==> config.mk <==
export PLATFORM = sky130hd
export DESIGN_NAME = nnrv_mmio
export DESIGN_NICKNAME = d
export VERILOG_FILES = /design/src/rtl/nnrv_mmio_pkg.sv /design/src/rtl/nnrv_mmio_timer.sv /design/src/rtl/nnrv_mmio.sv
export SDC_FILE = /design/constraint.sdc
export NUM_CORES = 1
export LEC_CHECK = 0
export ABC_AREA = 1
export CAP_MARGIN = 25
export CORE_ASPECT_RATIO = 2
export CORE_MARGIN = 2
export CORE_UTILIZATION = 57
export DETAILED_ROUTE_END_ITERATION = 12
export HOLD_SLACK_MARGIN = 0.05
export PLACE_DENSITY_LB_ADDON = 0.12
export SLEW_MARGIN = 20
export SYNTH_ARGS = -nofsm -noshare
export SYNTH_HDL_FRONTEND = slang
export SYNTH_SLANG_ARGS = --single-unit
==> constraint.sdc <==
create_clock -name i_clk -period 2.1 [get_ports i_clk]
set_input_delay 0.42 -clock i_clk [delete_from_list [all_inputs] [get_ports i_clk]]
set_output_delay 0.42 -clock i_clk [all_outputs]
set_load 0.02 [all_outputs]
==> src/rtl/nnrv_mmio_pkg.sv <==
`default_nettype none
// ============================================================================
//  Module      : nnrv_mmio_pkg
//  Description : Register map, CTRL/STATUS bit positions and byte-lane mask
//                expansion shared by the MMIO responder and its timer.
//  Revision    : 1.0  initial release
// ============================================================================
package nnrv_mmio_pkg;

   localparam int PKG_XLEN       = 64;
   localparam int PKG_MASK_WIDTH = 8;

   // Register index (addr[5:3])
   localparam logic [2:0] REG_CTRL     = 3'd0;
   localparam logic [2:0] REG_MTIME    = 3'd1;
   localparam logic [2:0] REG_MTIMECMP = 3'd2;
   localparam logic [2:0] REG_STATUS   = 3'd3;
   localparam logic [2:0] REG_SCRATCH  = 3'd4;

   // CTRL bit positions
   localparam int CTRL_TIMER_EN = 0;
   localparam int CTRL_IRQ_EN   = 1;
   localparam int CTRL_LED      = 2;
   localparam int CTRL_WIDTH    = 3;

   // STATUS bit positions
   localparam int STATUS_PENDING = 0;

   // Each mask bit k becomes eight ones covering byte lane k.
   function automatic logic [PKG_XLEN-1:0] expand_mask(input logic [PKG_MASK_WIDTH-1:0] mask);
      logic [PKG_XLEN-1:0] bm;
      bm = '0;
      for (int k = 0; k < PKG_MASK_WIDTH; k++) begin
         bm[k*8 +: 8] = {8{mask[k]}};
      end
      return bm;
   endfunction

endpackage
`default_nettype wire

==> src/rtl/nnrv_mmio_timer.sv <==
`default_nettype none
// ============================================================================
//  Module      : nnrv_mmio_timer
//  Description : Prescaler, 64-bit MTIME, MTIMECMP and the pending flag.
//                Writes arrive as bit-level lane masks already decoded.
//  Revision    : 1.0  initial release
// ============================================================================
module nnrv_mmio_timer #(
   parameter int XLEN     = 64,
   parameter int PRESCALE = 1
) (
   input  logic            i_clk,
   input  logic            i_rst,
   input  logic            i_timer_en,
   input  logic [XLEN-1:0] i_wr_data,
   input  logic [XLEN-1:0] i_mtime_bm,
   input  logic [XLEN-1:0] i_mtimecmp_bm,
   input  logic            i_clr_pending,
   output logic [XLEN-1:0] o_mtime,
   output logic [XLEN-1:0] o_mtimecmp,
   output logic            o_pending
);

   localparam int CNT_W = (PRESCALE > 1) ? $clog2(PRESCALE) : 1;
   localparam logic [CNT_W-1:0] c_cnt_max = CNT_W'(PRESCALE - 1);
   localparam logic [XLEN-1:0]  c_one     = {{(XLEN-1){1'b0}}, 1'b1};

   logic [CNT_W-1:0] r_cnt;
   logic [XLEN-1:0]  r_mtime;
   logic [XLEN-1:0]  r_mtimecmp;
   logic             r_pending;
   logic             w_tick;
   logic             w_cmp;

   assign w_tick = i_timer_en && (r_cnt == c_cnt_max);
   assign w_cmp  = i_timer_en && (r_mtime >= r_mtimecmp);

   // Prescale counter: runs only while the timer is enabled.
   always_ff @(posedge i_clk or negedge i_rst) begin
      if (!i_rst)          r_cnt <= '0;
      else if (w_tick)     r_cnt <= '0;
      else if (i_timer_en) r_cnt <= r_cnt + CNT_W'(1);
   end

   // MTIME: any lane write suppresses that cycle's increment entirely.
   always_ff @(posedge i_clk or negedge i_rst) begin
      if (!i_rst)             r_mtime <= '0;
      else if (|i_mtime_bm)   r_mtime <= (r_mtime & ~i_mtime_bm) | (i_wr_data & i_mtime_bm);
      else if (w_tick)        r_mtime <= r_mtime + c_one;
   end

   // MTIMECMP resets to all ones so no interrupt fires before software sets it.
   always_ff @(posedge i_clk or negedge i_rst) begin
      if (!i_rst) r_mtimecmp <= '1;
      else        r_mtimecmp <= (r_mtimecmp & ~i_mtimecmp_bm) | (i_wr_data & i_mtimecmp_bm);
   end

   // Pending: a live compare beats a same-cycle write-1-to-clear.
   always_ff @(posedge i_clk or negedge i_rst) begin
      if (!i_rst)             r_pending <= 1'b0;
      else if (w_cmp)         r_pending <= 1'b1;
      else if (i_clr_pending) r_pending <= 1'b0;
   end

   assign o_mtime    = r_mtime;
   assign o_mtimecmp = r_mtimecmp;
   assign o_pending  = r_pending;

endmodule
`default_nettype wire

==> src/rtl/nnrv_mmio.sv <==
`default_nettype none
// ============================================================================
//  Module      : nnrv_mmio
//  Description : Data-side MMIO responder: 64-byte window with CTRL, MTIME,
//                MTIMECMP, STATUS and SCRATCH; drives LED and timer IRQ.
//  Revision    : 1.0  initial release
// ============================================================================
module nnrv_mmio
   import nnrv_mmio_pkg::*;
#(
   parameter int                    XLEN       = 64,
   parameter int                    ADDR_WIDTH = 10,
   parameter int                    MASK_WIDTH = 8,
   parameter logic [ADDR_WIDTH-1:0] BASE_ADDR  = 10'h3C0,
   parameter int                    PRESCALE   = 1
) (
   input  logic                  i_clk,
   input  logic                  i_rst,
   input  logic [ADDR_WIDTH-1:0] i_rd_addr,
   input  logic                  i_rd_en,
   input  logic [MASK_WIDTH-1:0] i_rd_mask,
   output logic [XLEN-1:0]       o_rd_data,
   output logic                  o_rd_hit,
   input  logic [ADDR_WIDTH-1:0] i_wr_addr,
   input  logic                  i_wr_en,
   input  logic [MASK_WIDTH-1:0] i_wr_mask,
   input  logic [XLEN-1:0]       i_wr_data,
   output logic                  o_irq,
   output logic                  o_led
);

   logic                  w_rd_hit;
   logic                  w_wr_hit;
   logic [2:0]            w_rd_idx;
   logic [2:0]            w_wr_idx;
   logic                  w_wr_sel;
   logic [XLEN-1:0]       w_wr_bm;
   logic [XLEN-1:0]       w_rd_val;
   logic [XLEN-1:0]       w_mtime;
   logic [XLEN-1:0]       w_mtimecmp;
   logic                  w_pending;
   logic                  w_clr_pending;
   logic [CTRL_WIDTH-1:0] r_ctrl;
   logic [XLEN-1:0]       r_scratch;
   logic [XLEN-1:0]       r_rd_data;
   logic                  r_rd_hit;

   // Byte offset within a register is irrelevant to decode.
   logic w_unused_ok;
   assign w_unused_ok = &{1'b0, i_rd_addr[2:0], i_wr_addr[2:0]};

   assign w_rd_hit = i_rd_addr[ADDR_WIDTH-1:6] == BASE_ADDR[ADDR_WIDTH-1:6];
   assign w_wr_hit = i_wr_addr[ADDR_WIDTH-1:6] == BASE_ADDR[ADDR_WIDTH-1:6];
   assign w_rd_idx = i_rd_addr[5:3];
   assign w_wr_idx = i_wr_addr[5:3];
   assign w_wr_sel = i_wr_en && w_wr_hit;
   assign w_wr_bm  = expand_mask(i_wr_mask);

   assign w_clr_pending = w_wr_sel && (w_wr_idx == REG_STATUS) &&
                          i_wr_mask[0] && i_wr_data[STATUS_PENDING];

   nnrv_mmio_timer #(
      .XLEN     (XLEN),
      .PRESCALE (PRESCALE)
   ) u_timer (
      .i_clk         (i_clk),
      .i_rst         (i_rst),
      .i_timer_en    (r_ctrl[CTRL_TIMER_EN]),
      .i_wr_data     (i_wr_data),
      .i_mtime_bm    ((w_wr_sel && w_wr_idx == REG_MTIME)    ? w_wr_bm : '0),
      .i_mtimecmp_bm ((w_wr_sel && w_wr_idx == REG_MTIMECMP) ? w_wr_bm : '0),
      .i_clr_pending (w_clr_pending),
      .o_mtime       (w_mtime),
      .o_mtimecmp    (w_mtimecmp),
      .o_pending     (w_pending)
   );

   // CTRL lives entirely in byte lane 0.
   always_ff @(posedge i_clk or negedge i_rst) begin
      if (!i_rst)
         r_ctrl <= '0;
      else if (w_wr_sel && (w_wr_idx == REG_CTRL) && i_wr_mask[0])
         r_ctrl <= i_wr_data[CTRL_WIDTH-1:0];
   end

   // SCRATCH: plain lane-masked storage.
   always_ff @(posedge i_clk or negedge i_rst) begin
      if (!i_rst)
         r_scratch <= '0;
      else if (w_wr_sel && (w_wr_idx == REG_SCRATCH))
         r_scratch <= (r_scratch & ~w_wr_bm) | (i_wr_data & w_wr_bm);
   end

   // Read mux over current (pre-write) register values.
   always_comb begin
      w_rd_val = '0;
      case (w_rd_idx)
         REG_CTRL:     w_rd_val = {{(XLEN-CTRL_WIDTH){1'b0}}, r_ctrl};
         REG_MTIME:    w_rd_val = w_mtime;
         REG_MTIMECMP: w_rd_val = w_mtimecmp;
         REG_STATUS:   w_rd_val = {{(XLEN-1){1'b0}}, w_pending};
         REG_SCRATCH:  w_rd_val = r_scratch;
         default:      w_rd_val = '0;
      endcase
   end

   // Registered read port; misses return zero so the top can OR/mux freely.
   always_ff @(posedge i_clk or negedge i_rst) begin
      if (!i_rst) begin
         r_rd_data <= '0;
         r_rd_hit  <= 1'b0;
      end else if (i_rd_en && w_rd_hit) begin
         r_rd_data <= w_rd_val & expand_mask(i_rd_mask);
         r_rd_hit  <= 1'b1;
      end else begin
         r_rd_data <= '0;
         r_rd_hit  <= 1'b0;
      end
   end

   assign o_rd_data = r_rd_data;
   assign o_rd_hit  = r_rd_hit;
   assign o_irq     = w_pending & r_ctrl[CTRL_IRQ_EN];
   assign o_led     = r_ctrl[CTRL_LED];

endmodule
`default_nettype wire

# After elaboration in Yosys (flattened, before gate mapping)

Index checks and enable logic that the tools add are counted.

Flip-flop bits (word level): 262
Logic and storage cells: 65
Input bits: 104
Output and inout bits: 67

Multiplexer cells: 11
Eq/ne operators: 10
Add/sub/neg operators: 2
Reductions and logical operators: 18
$lt $le $gt $ge: 1
Bitwise gates (word level): 15

Operator list:

| operator                                                               | number |
|---|---|
| 64-bit AND                                                             | 7 |
| 64-bit 2-to-1 mux                                                      | 5 |
| 64-bit one-hot mux with 5 select lines                                 | 1 |
| 64-bit inverter                                                        | 3 |
| 64-bit bitwise OR                                                      | 3 |
| 64-bit by 1-bit adder with 64-bit output (second input constant)       | 1 |
| 64-bit >= comparator                                                   | 1 |
| 64-bit OR reduction                                                    | 1 |
| 3-bit by 2-bit equality test with 1-bit output (second input constant) | 4 |
| 1-bit logical AND                                                      | 12 |
| 4-bit equality test (second input constant)                            | 2 |
| 3-bit by 1-bit equality test with 1-bit output (second input constant) | 2 |
| 3-bit equality test (second input constant)                            | 2 |
| 3-bit zero test                                                        | 2 |
| 2-bit nonzero test                                                     | 3 |
| 1-bit 2-to-1 mux                                                       | 5 |
| 1-bit adder (second input constant)                                    | 1 |
| 1-bit AND                                                              | 1 |
| 1-bit inverter                                                         | 1 |

# Longest topological paths before layout

Depth after elaboration: 8
Depth in mapped cells: 14
Gate-level depth less buffers: 14

# Hierarchy

Synthesis repeated with hierarchy kept, for this count alone.

Cells, all modules: 2400
Area total of the unflattened synthesis: 16732.3 um2

By module, submodules not included:

| module          | cells an instance | sequential area each (um2) | area an instance (um2) | times used |
|---|---|---|---|---|
| nnrv_mmio_timer | 1527              | 3333.2                     | 9907.0                 | 1 |
| nnrv_mmio       | 873               | 3303.2                     | 6825.3                 | 1 |

# Worst setup path before layout

Ideal clock, no wire load.

Kind: in2reg
Start point: input i_wr_addr[8]
End point: register with a tool-made name
Required time: 1.983 ns
Data arrival time: 1.628 ns
Slack: 0.355 ns
Path buffers: 2
Cell stages on the path: 13
Setup time: 0.117 ns
Cell sequence: nand3_1 nor2_4 nand2_4 nor2_4 nor2_1 nand2_2 nor2_4 buf_6 buf_6 nand2_1 o21ai_0 nand2_1 nand2_1

RTL lines:

| element     | RTL line        | source |
|---|---|---|
| from (decl) | nnrv_mmio.sv:24 | `input logic [ADDR_WIDTH-1:0] i_wr_addr,` |

==> reports/results.ini <==
[detailed_routing]
wl_mm = 51.3
drt_pass1_iterations = 6
number_of_vias_after_detailed_routing = 15200
detail-route-antenna-nets = 0
avgRoutedWirePerCell_um = 18.4
average_via_count_per_standard_cell = 5.47
drt_iter0_drc = 901
drc_markers = 0

[global_route]
vias_in_the_first_global_route = 15800
grt_use_met2_pct = 66.0
grt_overflow_total = 0
groute.layer.met3.usage_pct = 4.12
grt.busiest_layer = met2
grt_start_max_net_pins = 52
grt_first_pass_wirelength_mm = 81.0
groute.layer.met1.usage_pct = 37.7
grt_antenna_before_repair = 0
gr-usage-all-layers_pct = 36.7

[yosys]
postSynthNetCount = 2272
yosys_warnings = 0
syn_inst = 2103
synth-seq-area-share_pct = 43.0
syn_avg_cell_area_um2 = 7.34
synth.cell_area_um2 = 15400
number_of_synthesized_register_bits = 262
netlist-cell-type-count = 39

[clock_tree]
clock_latency_ns = 0.55
clock_tree.buffer_depth = 3
cts.htree.levels = 1
buffer_cell_driving_the_clock_tree_root = clkbuf_16
tritoncts.num_buffers = 25
clk_pin_slew_worst_paths_ns = 0.07
clock_sink_count = 262
tritoncts = yes

[critical_path]
rr_endpoint = u_timer.o_pending
crit_end = u_timer.o_pending
crit_type = reg -> reg
critical_path.max_fanout = 2
required_ns = 2.58
worst-r2r-setup-slack_ns = 0.03
r2r.worst_path.cells = 12
endpoint_kind = flop
critical_path.startpoint_type = flop
worstPathArrival_ns = 2.55

[floorplanning]
top_level_ports = 171
fp.dieH_um = 237
placement_rows = 85
die_area_um2 = 28500
placeable_core_region_um2 = 26800
initial_utilization_pct = 57.6
die_wd_um = 120

[timing]
timing.final.setup_violations = 0
timing.max_slew.rel_slack_pct = 67.2
final.setup.worst_slack_ns = 0.0316
final-max-slew-violation-count = 0
worst_slew_pin_slew_ns = 0.493
clock.fmax_mhz = 483
fin_skew_ns = 0.00928
finalCriticalPeriod_ns = 2.07
hold_viol = 0
rsz0062_at_grt = yes
layout_worst_path_cycle_share_pct = 98.5

[pwr]
design_power_total_w = 0.0114
power.density_cell_area_nw_per_um2 = 578
vdd.ir_drop.worst_mv = 0.721
static-leakage-power_nw = 10.2

[worst_hold_path]
worstHoldPathType = in -> async

[placed_design]
pre_cts_ws_ns = -0.474
portBuffers = 164
hpwlAfterDp_mm = 40.7
placed_cells = 2742
finalWeightedCongestion = 0.982

[outcome]
status = finished clean

[finish]
final_cells = 2788
most-common-layout-cells = nand2_1 (772), inv_1 (261), nor2_1 (213), dfrtp_1 (196), o21ai_0 (163)
layout_cells_sized_above_1_pct = 15.0
fillCellCount = 2157
antenna_cells = 0
final_nets = 2591
layout_commonest_cell = nand2_1
area.growth.synth_to_final_pct = 28.0

[job]
maxCapViolations = 0

-- through the flow --
stage	utilization (%)	setup TNS, ns	cell area (um2)	hold slack [ns]
final	73.7	0	19700	0.402
after global routing	73.7	-0.0831	19700	0.439
after CTS	73.3	0	19700	0.420
after detailed placement	70.4	-43.75	18900	0.387
after global placement	70.4	-33.77	18900	0.385
after floorplan	-	0	15400	0.124
-- cells in the mapped netlist, drive strengths merged --
cell | n | area (um2)
a21o | 2 | 15.0
nand2 | 786 | 2990
o21ai | 191 | 971
nand4 | 5 | 31.3
nor3 | 5 | 41.3
and3 | 3 | 18.8
nand3 | 85 | 425
nor3b | 1 | 7.51
mux2 | 39 | 439
xor2 | 38 | 333
o22ai | 2 | 12.5
ha | 65 | 813
dfrtp | 198 | 4950
nor2 | 227 | 887
o21bai | 1 | 7.51
dfstp | 64 | 1680
clkinv | 2 | 7.51
a311oi | 1 | 8.76
o211ai | 12 | 90.1
a21oi | 28 | 140
o221ai | 28 | 245
xnor2 | 3 | 26.3
buf | 27 | 180
a22o | 1 | 8.76
a41oi | 1 | 8.76
inv | 264 | 991
clkbuf | 24 | 90.1
-- critical path, stage by stage (launching register included) --
cell	delay, ns
dfstp_2	0.52
inv_1	0.06
ha_1	0.29
nand4_1	0.14
nor3_2	0.23
buf_4	0.15
nand3_1	0.07
buf_6	0.15
a21oi_2	0.11
nor2_2	0.07
nand2_1	0.07
nand2_1	0.07
nand2_1	0.07
-- worst min path at each step --
stage               startpoint             to  depth (start not counted)
floorplan                i_rst      async pin                          0
global placement         i_rst  o_rd_data[55]                          1
detailed placement       i_rst      async pin                          1
CTS                      i_rst      async pin                          2
global route             i_rst  o_rd_data[55]                          2
finish                   i_rst  o_rd_data[53]                          2
-- repair_timing --
action	4_1_cts	5_1_grt
gates resized for setup	3	24
pin swaps	0	4
hold buffers	1	0
setup buffers	0	0
setup endpoints to repair	1	22
endpoints found under the hold margin	24	0
-- layer usage --
metal  wire [um]  part of all wire [%]
met1       17400                    34
met2       26800                    52
met3        2190                   4.3
met4        4930                   9.6
met5           0                     0
-- cell families after synthesis --
family | share of synthesized area [%]
XOR/XNOR | 2.33
AO/OA/AOI/OAI | 9.77
AND/OR/NAND/NOR | 28.5
adder cells (fa/ha/maj) | 5.27
buffers and inverters | 8.22
flip-flops | 43.0
multiplexers | 2.85
-- layout make-up --
class / instances / area [um2] / share of cell area [%]
clock buffer: 35 / 693 / 3.51
timing repair buffer: 343 / 3290 / 16.6
inverter: 266 / 998 / 5.06
multi-input combinational: 1524 / 7610 / 38.6
clock inverter: 10 / 77.6 / 0.393
tap: 348 / 435 / 2.21
sequential: 262 / 6640 / 33.6
-- report_power, final --
group          internal [W]  switching [W]
clock               0.00242        0.00200
combinational      0.000650       0.000867
sequential          0.00534       0.000133
total               0.00841        0.00300
No activity file was read; power rests on OpenSTA's default activity.
